--- src/rtl/entrada_teclado.sv ---
// entrada_teclado: keypad capture into a 3-digit BCD buffer with a validated load strobe
module entrada_teclado #(
  parameter int NKEYS = 10,
  parameter int DIG_W = 4
) (
  input  logic             clk,
  input  logic             clrn,
  input  logic [NKEYS-1:0] teclado,
  input  logic             btn_load,
  input  logic             btn_clear,
  input  logic             en_entrada,
  output logic [DIG_W-1:0] unidades,
  output logic [DIG_W-1:0] dezenas,
  output logic [DIG_W-1:0] minutos,
  output logic             loadn,
  output logic             erro,
  output logic [1:0]       n_digitos
);
  typedef enum logic [1:0] {IDLE, ENTRADA, CARGA} state_t;
  state_t state;
  logic key_q, load_q, clear_q;
  logic key_any, key_ev, load_ev, clear_ev, one_hot;
  logic [DIG_W-1:0] v;
  assign key_any  = |teclado;
  assign key_ev   = key_any & ~key_q;
  assign load_ev  = btn_load & ~load_q;
  assign clear_ev = btn_clear & ~clear_q;
  assign one_hot  = $onehot(teclado);
  // encode the pressed key into its BCD value (only used when exactly one key is down)
  always_comb begin
    v = '0;
    for (int i = 0; i < NKEYS; i++)
      if (teclado[i]) v = DIG_W'(i);
  end
  // entry FSM: clear beats load beats key; strobes default inactive every cycle
  always_ff @(posedge clk) begin
    if (!clrn) begin
      state     <= IDLE;
      unidades  <= '0;
      dezenas   <= '0;
      minutos   <= '0;
      n_digitos <= '0;
      loadn     <= 1'b1;
      erro      <= 1'b0;
      key_q     <= 1'b0;
      load_q    <= 1'b0;
      clear_q   <= 1'b0;
    end else begin
      key_q   <= key_any;
      load_q  <= btn_load;
      clear_q <= btn_clear;
      loadn   <= 1'b1;
      erro    <= 1'b0;
      if (state == CARGA || clear_ev) begin
        state     <= IDLE;
        unidades  <= '0;
        dezenas   <= '0;
        minutos   <= '0;
        n_digitos <= '0;
      end else if (en_entrada && load_ev && state == ENTRADA) begin
        if (dezenas <= DIG_W'(5)) begin
          state <= CARGA;
          loadn <= 1'b0;
        end else begin
          erro <= 1'b1;
        end
      end else if (en_entrada && key_ev) begin
        if (one_hot) begin
          minutos   <= dezenas;
          dezenas   <= unidades;
          unidades  <= v;
          n_digitos <= (n_digitos == 2'd3) ? 2'd3 : n_digitos + 2'd1;
          state     <= ENTRADA;
        end else begin
          erro <= 1'b1;
        end
      end
    end
  end
endmodule

--- config.mk ---
export PLATFORM = sky130hd
export DESIGN_NAME = entrada_teclado
export DESIGN_NICKNAME = d
export VERILOG_FILES = /design/src/rtl/entrada_teclado.sv
export SDC_FILE = /design/constraint.sdc
export NUM_CORES = 1
export LEC_CHECK = 0
export CAP_MARGIN = 30
export CORE_UTILIZATION = 47
export CTS_BUF_LIST = sky130_fd_sc_hd__clkbuf_16
export DETAILED_ROUTE_END_ITERATION = 6
export PLACE_DENSITY = 0.79
export SYNTH_ARGS = -nofsm -noshare
export SYNTH_HDL_FRONTEND = slang
export SYNTH_SLANG_ARGS = --single-unit
export TNS_END_PERCENT = 30
--- constraint.sdc ---
create_clock -name clk -period 4.8 [get_ports clk]
set_clock_uncertainty 0.15 [all_clocks]
set_input_delay 0.72 -clock clk [delete_from_list [all_inputs] [get_ports clk]]
set_output_delay 0.72 -clock clk [all_outputs]
set_load 0.01 [all_outputs]
* Word-level counts from Yosys, hierarchy flattened
Cells that the tools add are included.
** Operators by class
- Add/subtract/negate cells :: 10
- Bitwise gates (word level) :: 8
- Magnitude comparators :: 1
- Reductions and logical operators :: 11
- Multiplexer cells :: 18
- Equality and inequality tests :: 5
** Operators with widths (count)
- 4-bit 2-to-1 mux :: 8
- 1-bit by 1-bit adder with 2-bit output :: 5
- 2-bit 2-to-1 mux :: 5
- 10-bit OR reduction :: 1
- 2-bit by 2-bit adder with 3-bit output :: 2
- 3-bit AND reduction :: 2
- 1-bit 2-to-1 mux :: 5
- 1-bit NOT :: 5
- 3-bit by 3-bit adder with 4-bit output :: 1
- 4-bit by 2-bit adder with 4-bit output :: 1
- 2-bit equality test (second input constant) :: 2
- 4-bit by 1-bit equality test with 1-bit output (second input constant) :: 1
- 4-bit by 3-bit less-or-equal comparator with 1-bit output (second input constant) :: 1
- 2-bit nonzero test :: 2
- 1-bit AND :: 3
- 1-bit logical AND :: 3
- 3-bit OR reduction :: 1
- 2-bit by 1-bit adder with 2-bit output (second input constant) :: 1
- 2-bit by 1-bit equality test with 1-bit output (second input constant) :: 1
- 2-bit by 1-bit inequality test with 1-bit output (second input constant) :: 1
- 2-bit OR reduction :: 1
- 1-bit logical OR :: 1
** Word-level totals
- Output and inout port bits :: 16
- Input bits :: 15
- Register bits after elaboration :: 21

* Longest topological paths before layout
- Depth in word-level cells :: 9
- Depth in mapped cells :: 13
- Gate-level depth less buffers :: 12

* Least setup slack after synthesis
Ideal clock, no wire load.
- Kind :: input to register
- Start :: input port teclado[0]
- End :: register unidades[3]
- Stages :: 12
- Path buffers :: 1
- Path slack :: 0.965 ns
- Data arrival time :: 3.606 ns
- Library setup time :: 0.080 ns
- Cells stage by stage :: fa_1 fa_1 inv_1 fa_1 inv_1 ha_1 inv_1 fa_1 o2111a_1 and3_1 buf_6 a211oi_2
** On the way
- Word-level cells in the longest chain between the ends :: 6
** Ends and longest elaborated chain
- start: declaration :: RTL line 8 : input logic [NKEYS-1:0] teclado,
- 1-bit by 1-bit adder with 2-bit output (not written as such) :: RTL line 28 : assign one_hot = $onehot(teclado);
- 2-bit by 2-bit adder with 3-bit output (not written as such) :: RTL line 28
- 3-bit by 3-bit adder with 4-bit output (not written as such) :: RTL line 28
- 4-bit by 2-bit adder with 4-bit output (not written as such) :: RTL line 28
- 4-bit by 1-bit equality test with 1-bit output :: RTL line 28
- 3-bit AND reduction (no source line) (*)
- end signal: assignment :: RTL line 71 : unidades <= v;
- end: declaration :: RTL line 12 : output logic [DIG_W-1:0] unidades,
Every way passes the cells marked *; elsewhere a longest branch is shown, timed or not.
A chain may end at the register's enable or synchronous reset.

* Worst setup path in the final report
- Start :: input port teclado[7]
- End :: register dezenas[2]
** On the way
- Word-level cells in the longest chain between the ends :: 6
** Ends and longest elaborated chain
- 1-bit by 1-bit adder with 2-bit output (not written as such) :: RTL line 28
- 2-bit by 2-bit adder with 3-bit output (not written as such) :: RTL line 28
- 3-bit by 3-bit adder with 4-bit output (not written as such) :: RTL line 28
- 4-bit by 2-bit adder with 4-bit output (not written as such) :: RTL line 28
- 4-bit by 1-bit equality test with 1-bit output :: RTL line 28
- 3-bit AND reduction (no source line) (*)
- end signal: assignment :: RTL line 70 : dezenas <= unidades;
- end: declaration :: RTL line 13 : output logic [DIG_W-1:0] dezenas,
Marks and branches as above.

==> impl_results.md <==
* Status: completed
* Final Routed Wirelength at ~2400 um
* Reg-to-reg endpoint: unidades[1]
* CTS tree: done
* 1st-iter DRT viols at 14
* Die Area at between 0.002 and 0.003 mm^2
* Final Hold Fails at 0
* R2r worst-path depth at 4
* Relative slew slack at 0.539
* Highest Signal Layer: met4
* Dpl hpwl at 1790 um
* Crit end category: flip-flop
* GP Congestion at between 0.7 and 0.8
* Crit Path Category: input pin to flip-flop
* Setup Buffers After CTS at 0
* WHS Endpoint: minutos[2]
* Clock buffer count from CTS at 3
* Hold Path Depth at 2
* Setup violations, final at 0
* Max Clk Rate at between 0.2 and 0.25 GHz
* Initial antenna violation count at 0
* Clk_lat worst skew at ~0.25 ns
* Pre-antenna DRT Iters at 4
* Setup WS pre-CTS at 0.116 ns
* Vias in the first global route at 930
* Horizontal die dimension at roughly 51 um
* Clk pin slew, worst setup/hold paths at roughly 0.060 ns
* Clock Sinks at 21
* Compound-Gate Fraction of Synth Area at 0.131
* # rows at 17
* # DRC at 0
* Met2 wire len at 1180 um
* Tot GR Track Use at 0.214
* Number of distinct library cells after synthesis at 33
* Die Ht at slightly above 50 um
* Cell Area, Synth at approximately 0.0011 mm^2
* Mux contribution to synthesized area at 0.0984
* Largest net degree at the start of global routing at 21
* Worst Tran Pin Value at 0.691 ns
* Met3 wire length at 85 um
* Cell count after synthesis at 114
* Largest family of logic cells by synthesized area: simple AND/OR/NAND/NOR gates
* First-pass GRT wire length at between 4000 and 5000 um
* P&R area growth vs syn at 36.1%
* Vias per inst at roughly 5.4
* Simple-gate share of the synthesized area at 0.194
* Peak supply drop at ~0.00022 V
* Slew Viols, Final at 0
* Hold-fix buffers at CTS at 0
* PD cells at just over 300 mW/mm^2
* # fillers at 191
* Crit path max fanout at 8
* Fin util at 0.682
* Cell Count, Final, Fillers Out at around 170
* Routed metal-1 wire length at 1060 um
* Setup crit start: teclado[7]
* Fin crit period at around 4.5 ns
* #FFs+latches synth at 21
* LEAKAGE at between 0.0006 and 0.0007 uW
* Worst Setup Start Kind: input pin
* Synthesis Warnings at 0
* Core ar. at approximately 0.0022 mm^2
* CP arrival at 4.49 ns
* I/O pin count at 31
* Syn avg cell area at 9.81 um^2
* Antenna Violating Nets Remaining at 0
* Initial core utilization at 0.501
* DR vias at roughly 930
* Layout cells sized above 1 at 0.0753
* Port buffer count at 30
* Max Cap Viol at 0
* Post-Synth Adder-Cell Area at 0.141
* Setup slack after layout at between 0.3 and 0.4 ns
* Hold path start: minutos[2]
* Root Driver: clkbuf_16
* Post-Syn Nets at ~140
* Worst EP required at 4.83 ns
* PostCTS Resize Cnt at 0
* Hold Slack at about 0.32 ns
* Grt ovf at 0
* Post-detailed-route wirelength per cell at between 10 and 15 um
* Primary FF master, synth: dfxtp_1
* Synth async-reset ratio at 0
* FF-to-FF setup slack at 2.95 ns
* CTS max path bufs at 2
* Post-Synth XOR/XNOR Area at 0
* Part of the cycle the worst path needs at 0.931
* Register area share after synthesis at 0.376
* Post-synth EDFFs at 0
* H-tree levels at 1
* Reg2Reg Launch Point: state[0]
* RSZ-0062 raised after global routing: no
* Ant diodes at 0
* Inst Count DP at 170
* Setup TNS at 0 ns
* Final #Nets at roughly 170
* HP Class: flip-flop to flip-flop
==> Yosys cell counts (2+ instances only) <==
master	instances	share of area
and2_1	2	0.011
ha_1	3	0.034
mux2i_1	11	0.098
and3_1	2	0.011
nor2b_1	3	0.017
nand2b_1	5	0.028
o21ai_0	2	0.0089
a211oi_1	2	0.013
nor2_1	5	0.017
nand2_1	16	0.054
dfxtp_1	21	0.38
a211oi_2	2	0.022
fa_1	6	0.11
inv_1	13	0.044
a31oi_1	2	0.011
clkbuf_1	2	0.0067
==> sequential cells by signal, summed over array words and instances (netlist names), 2 cells and up <==
register,flops
unidades,4
state,2
n_digitos,2
dezenas,4
minutos,4
==> layer usage <==
metal | up-vias | GRT usage
li1 | 455 | -
met1 | 448 | 0.248
met2 | 25 | 0.378
met3 | 4 | 0.0424
met4 | 0 | 0.0926
met5 | - | 0
==> metrics by stage <==
stage,power [uW],instance area [um^2]
after floorplan,260,1120
after global placement,291,1440
after detailed placement,297,1440
after CTS,469,1520
after global routing,489,1520
final,467,1520
==> cell usage in the layout (no fill, tap or decap), types with 5 or more instances in the layout <==
| master | synthesis | final |
|---|---|---|
| nor2_1 | 5 | 5 |
| inv_1 | 13 | 13 |
| clkdlybuf4s50_1 | 0 | 30 |
| fa_1 | 6 | 6 |
| nand2b_1 | 5 | 5 |
| dfxtp_1 | 21 | 21 |
| nand2_1 | 16 | 16 |
| mux2i_1 | 11 | 11 |
==> worst max-delay path: stages <==
cell and delay [ns]:
clkdlybuf4s50_1 0.59, fa_1 0.46, fa_1 0.49, inv_1 0.05, fa_1 0.42, inv_1 0.07, ha_1 0.15, inv_1 0.05
fa_1 0.48, o2111a_1 0.29, and3_1 0.48, mux2i_1 0.24
==> area by class of cell <==
cell class / count / area (um^2) / share of cell area
Multi-Input combinational cell: 77 / 631 / 0.414
Clock buffer: 3 / 75.1 / 0.0493
Clock inverter: 1 / 5.00 / 0.00329
Timing Repair Buffer: 31 / 308 / 0.202
Sequential cell: 21 / 420 / 0.276
Inverter: 13 / 48.8 / 0.0320
Tap cell: 28 / 35.0 / 0.0230
==> how the worst max path moves through the flow <==
stage / endpoint / slack (ns) / depth (start not counted)
finish: dezenas[2] / 0.33 / 12
global route: dezenas[1] / 0.13 / 13
CTS: unidades[1] / 0.32 / 13
detailed placement: unidades[1] / 0.12 / 12
global placement: unidades[1] / 0.20 / 12
floorplan: unidades[3] / 0.96 / 12
==> power by group <==
| group | internal, uW | switching, uW |
|---|---|---|
| logic | 53.1 | 61.0 |
| clock network | 112 | 60.3 |
| registers | 179 | 2.05 |
==> logic make-up (layout without fill, tap and decap cells) <==
group                      after synthesis  in the layout
AOI/OAI and AO/OA                       17             17
adders and majority gates                9              9
and+or+nand+nor                         40             40
DFF                                     21             21
buffers and inverters                   16             48
muxes                                   11             11
Power figures use the tool's default switching activity.
